$ cat src/rtl/zd_serdes_pkg.sv
// Shared types and constants for the zd lane serializer slice.
// Optional feature macro used by this slice: ZD_SER_XZ_STATS_EN (adds xz_count output).
package zd_serdes_pkg;

    typedef enum logic [0:0] {
        IDLE,
        SEND
    } ser_state_e;

    localparam int unsigned ZD_LANES = 3;
    localparam int unsigned ZD_WIDTH = 20;

    typedef logic [15:0] xz_count_t;

    // Lane index width; a single-lane build still needs a 1-bit index port.
    function automatic int unsigned idx_width(input int unsigned n);
        return (n > 1) ? $clog2(n) : 1;
    endfunction

endpackage

$ cat src/rtl/xz_scrub.sv
// Combinational 4-state to 2-state word scrubber: only a definite 1 survives,
// and any X/Z bit in the source word raises has_xz.
module xz_scrub #(
    parameter int unsigned WIDTH = 20
) (
    input  logic [WIDTH-1:0] word,
    output bit   [WIDTH-1:0] data,
    output bit               has_xz
);

    // Per-bit scrub and unknown-bit reduction.
    always_comb begin
        data   = '0;
        has_xz = 1'b0;
        for (int b = 0; b < WIDTH; b++) begin
            data[b] = (word[b] === 1'b1);
            if ((word[b] !== 1'b0) && (word[b] !== 1'b1)) begin
                has_xz = 1'b1;
            end
        end
    end

endmodule

$ cat src/rtl/zd_lane_serializer.sv
// Captures LANES 4-state words in one handshake and streams them out one per
// handshake as scrubbed 2-state words, flagging words that carried X/Z.
// Optional macro: ZD_SER_XZ_STATS_EN adds a saturating 16-bit xz_count output.
module zd_lane_serializer
    import zd_serdes_pkg::*;
#(
    parameter int unsigned  LANES = ZD_LANES,
    parameter int unsigned  WIDTH = ZD_WIDTH,
    localparam int unsigned IdxW  = idx_width(LANES)
) (
    input  logic             clk,
    input  logic             rst_n,
    input  logic             in_valid,
    output logic             in_ready,
    input  logic [WIDTH-1:0] in_data [LANES],
    output logic             out_valid,
    input  logic             out_ready,
    output bit   [WIDTH-1:0] out_data,
    output logic [IdxW-1:0]  out_idx,
    output logic             out_last,
    output bit               out_xz
`ifdef ZD_SER_XZ_STATS_EN
    ,
    output xz_count_t        xz_count
`endif
);

    ser_state_e       state_q;
    logic             in_ready_q;
    logic             out_valid_q;
    logic [IdxW-1:0]  idx_q;
    logic             last_q;
    logic [WIDTH-1:0] lane_buf_q [LANES];

    logic             in_valid_ok;
    logic             out_ready_ok;
    logic [WIDTH-1:0] sel_word;
    bit   [WIDTH-1:0] scrub_data;
    bit               scrub_xz;

    // Unknown handshake inputs must never start a transfer.
    assign in_valid_ok  = (in_valid === 1'b1);
    assign out_ready_ok = (out_ready === 1'b1);

    // Capture/stream FSM with registered handshake and index outputs.
    always_ff @(posedge clk or negedge rst_n) begin
        if (!rst_n) begin
            state_q     <= IDLE;
            in_ready_q  <= 1'b1;
            out_valid_q <= 1'b0;
            idx_q       <= '0;
            last_q      <= 1'b0;
            for (int i = 0; i < LANES; i++) begin
                lane_buf_q[i] <= '0;
            end
        end else begin
            case (state_q)
                IDLE: begin
                    if (in_valid_ok) begin
                        lane_buf_q  <= in_data;
                        state_q     <= SEND;
                        in_ready_q  <= 1'b0;
                        out_valid_q <= 1'b1;
                        idx_q       <= '0;
                        last_q      <= (LANES == 1);
                    end
                end
                SEND: begin
                    if (out_ready_ok) begin
                        if (last_q) begin
                            state_q     <= IDLE;
                            in_ready_q  <= 1'b1;
                            out_valid_q <= 1'b0;
                            idx_q       <= '0;
                            last_q      <= 1'b0;
                        end else begin
                            idx_q  <= idx_q + 1'b1;
                            last_q <= ((idx_q + 1'b1) == IdxW'(LANES - 1));
                        end
                    end
                end
                default: begin
                    state_q     <= IDLE;
                    in_ready_q  <= 1'b1;
                    out_valid_q <= 1'b0;
                    idx_q       <= '0;
                    last_q      <= 1'b0;
                end
            endcase
        end
    end

    assign sel_word = lane_buf_q[idx_q];

    xz_scrub #(
        .WIDTH(WIDTH)
    ) u_scrub (
        .word   (sel_word),
        .data   (scrub_data),
        .has_xz (scrub_xz)
    );

    // Data outputs read zero whenever no word is being offered.
    always_comb begin
        out_data = '0;
        out_xz   = 1'b0;
        if (out_valid_q) begin
            out_data = scrub_data;
            out_xz   = scrub_xz;
        end
    end

    assign in_ready  = in_ready_q;
    assign out_valid = out_valid_q;
    assign out_idx   = idx_q;
    assign out_last  = last_q;

`ifdef ZD_SER_XZ_STATS_EN
    xz_count_t xz_count_q;

    // Count X/Z-bearing words as they are handed off, saturating at all-ones.
    always_ff @(posedge clk or negedge rst_n) begin
        if (!rst_n) begin
            xz_count_q <= '0;
        end else if (out_valid_q && out_ready_ok && scrub_xz && (xz_count_q != 16'hFFFF)) begin
            xz_count_q <= xz_count_q + 16'd1;
        end
    end

    assign xz_count = xz_count_q;
`endif

endmodule

$ cat config.mk
export PLATFORM = sky130hd
export DESIGN_NAME = zd_lane_serializer
export DESIGN_NICKNAME = d
export VERILOG_FILES = /design/src/rtl/zd_serdes_pkg.sv /design/src/rtl/xz_scrub.sv /design/src/rtl/zd_lane_serializer.sv
export SDC_FILE = /design/constraint.sdc
export NUM_CORES = 1
export LEC_CHECK = 0
export CORE_MARGIN = 10
export CORE_UTILIZATION = 35
export CTS_BUF_LIST = sky130_fd_sc_hd__clkbuf_4 sky130_fd_sc_hd__clkbuf_8
export DETAILED_ROUTE_END_ITERATION = 7
export RECOVER_POWER = 25
export SYNTH_ARGS = -nofsm -noshare
export SYNTH_HDL_FRONTEND = slang
export SYNTH_SLANG_ARGS = --single-unit
$ cat constraint.sdc
create_clock -name clk -period 1.7 [get_ports clk]
set_input_delay 0.51 -clock clk [delete_from_list [all_inputs] [get_ports clk]]
set_output_delay 0.51 -clock clk [all_outputs]
set_load 0.03 [all_outputs]
==> flow_summary.ini <==
[status]
status = finished with violations
violations = setup timing

[routing]
drt_iter0_markers = 92
drc_errors = 0
routed_via_density = 4.66
vias = 2217
postRouteAntennaNets = 0
drt-wirelength-per-cell_um = 17.4
first_pass_iters = 6
wirelength_um = 8290

[critical_path]
critical_path_required_ns = 1.19
cp_slowest_stage_delay_ns = 0.45
arrival_ns = 1.61
critPathKind = flip-flop to output pin
cp-end-kind = output pin
worstSetupStartpointType = flip-flop
reg2reg_from = out_idx[1]
reg2reg_slack_ns = 0.02
slowest_stage = dfrtp_2
critPathMaxFanout = 7
worstPathCellList = buf_12 > buf_16 > nand3b_1 > o21ai_1 > and2_4 > buf_6
worstRegToRegCells = 7
cp-endpoint = out_data[12]
critPathLaunch = out_idx[1]
r2r-end = out_idx[1]

[global_route]
grt_pass1_vias = 2481
grt_pass1_wl_um = 13800
grtUsageTotal_pct = 12.2
antenna_found_initial = 0
grt_max_degree = 67
grt-ovfl-total = 0

[sta]
tightest_slew_ns = 0.918
max_slew_margin_pct = 38.8
fin_ws_ns = -0.415
fin_skew_ns = 0.00538
min_period_over_period_pct = 124
rsz0062_at_grt = true
maxSlewViolCount = 0
whs_ns = 0.412
max_freq_ghz = 0.473
setup_violations = 21
hold_viol_final = 0
period_needed_ns = 2.12

[yosys]
yosys-top-cells-area = dfrtp_1, mux2_4, mux2i_1
synth-edff-count = 0
synth_area_sq_um = 3400
syn_inst = 249
synth_cell_types = 26
ys_seq_area_share_pct = 48.6
yosysWarnings = 0
async_reset_ff_share_pct = 100
synth_nets = 314
syn_area_per_cell_sq_um = 13.7
synthFlopType = dfrtp_1
synth-seq-cells = 66
yosysTopAreaCellShare_pct = 47.8
synth_top_area_cell = dfrtp_1

[cts]
cts_sinks = 66
clockBufferDepth = 2
cts_buffers = 9
clk_pin_slew_ns = 0.07
htreeDepth = 3
clock-root-buffer = clkbuf_8
cts_tree = yes
clk_latency_ns = 0.33

[floorplanning]
io_pins = 90
core-area_sq_um = 9370
rows = 35
die_w_um = 119
fp.dieH_um = 119
floorplan.initialDensity_pct = 36.3
dieArea_sq_um = 14100

[worst_hold_path]
hp-class = primary input to asynchronous set/reset pin

[place]
portBuffers = 88
hpwl_um = 5470
dp_slack_ns = -0.245
globalplace.congestion = 0.776

[run]
max-cap-violations = 0

[pwr]
irDropWorstVdd_uv = 756
power.density_nw_per_um2 = 1730
p_leak_uw = 0.00208

[finish]
nets = 410
antennaDiodeCount = 0
drive_gt1_share_pct = 37.8
area_growth_pct = 39.7
-- flip-flops by register name, indices dropped and copies added (netlist names) --
signal,count
out_idx,2
lane_buf_q,60
out_last,1
in_ready,1
state_q,1
out_valid,1
-- stage by stage --
stage / cell area [sq um] / cells / utilization [%] / TNS [ns] / total power (uW)
floorplan: 3450 / 249 / - / -0.00396 / 5600
detailed placement: 4440 / 459 / 47.3 / -13.35 / 6680
global placement: 4440 / 459 / 47.3 / -12.16 / 6620
global route: 4760 / 476 / 50.7 / -9.61 / 8820
CTS: 4770 / 476 / 50.9 / -8.39 / 8340
finish: 4760 / 476 / 50.7 / -7.72 / 8250
-- routing by layer --
metal	track usage, %	wire length (um)
met4	5.27	137
met2	18.8	3850
met3	2.81	301
met1	16.0	4000
met5	0	0
-- timing repair --
item	4_1_cts	5_1_grt
hold buffers	0	0
cloned	2	0
pin swaps	12	5
endpoints found under the setup margin	21	22
resized for setup	50	1
buffers inserted	2	0
-- how the worst min path moves through the flow --
stage	startpoint	endpoint	slack, ns	cells past startpoint
floorplan	rst_n	lane_buf_q[0]	0.21	0
detailed placement	lane_buf_q[57]	lane_buf_q[57]	0.48	1
CTS	rst_n	lane_buf_q[19]	0.19	2
global route	rst_n	lane_buf_q[19]	0.49	2
global placement	lane_buf_q[59]	lane_buf_q[59]	0.47	1
finish	rst_n	lane_buf_q[19]	0.41	2
-- placed cells by master (no fill, tap or decap), types with 10 or more instances in the layout --
master	n
and2_4	13
buf_4	14
buf_6	17
clkbuf_8	11
clkdlybuf4s50_1	62
dfrtp_1	63
mux2_1	10
mux2_4	50
mux2i_1	22
nand3b_1	19
o21ai_1	15
-- critical path, delay by kind of cell, from the launching register on --
kind / cells / cell delay [ns]
and+or+nand+nor: 2 / 0.31
AOI/OAI and AO/OA: 1 / 0.09
buffers and inverters: 3 / 0.41
DFF: 1 / 0.45
-- logic make-up after synthesis --
logic type	after synthesis	synth area share, %
other cells	1	0.110
mux	82	31.8
fa+ha+maj	1	0.368
flops	66	48.6
simple gates	48	9.56
compound gates	29	4.63
buf+inv	22	4.93
-- area by class of cell --
cell class	instances	area (sq um)
clock buffers	13	166
fillers	848	4620
inverters	2	12.5
multi-input cells	161	1630
flip-flops and latches	66	1660
well taps	129	161
repair buffers	105	1130
-- report_power, final --
part | leakage (uW) | total, uW | switching [uW] | internal (uW)
registers | 0.000785 | 2870 | 493 | 2380
logic | 0.00120 | 4190 | 1740 | 2450
clock network | 0.0000883 | 1180 | 560 | 619
-- synth_stat cells, types with 4 or more instances --
cell type and n:
a21oi_1 4, and2_1 19, buf_2 5, buf_4 4, buf_8 5, clkbuf_1 5, dfrtp_1 65, mux2_1 10
mux2_4 50, mux2i_1 22, nand3b_1 19, o21ai_0 21
Power figures use the tool's default switching activity.
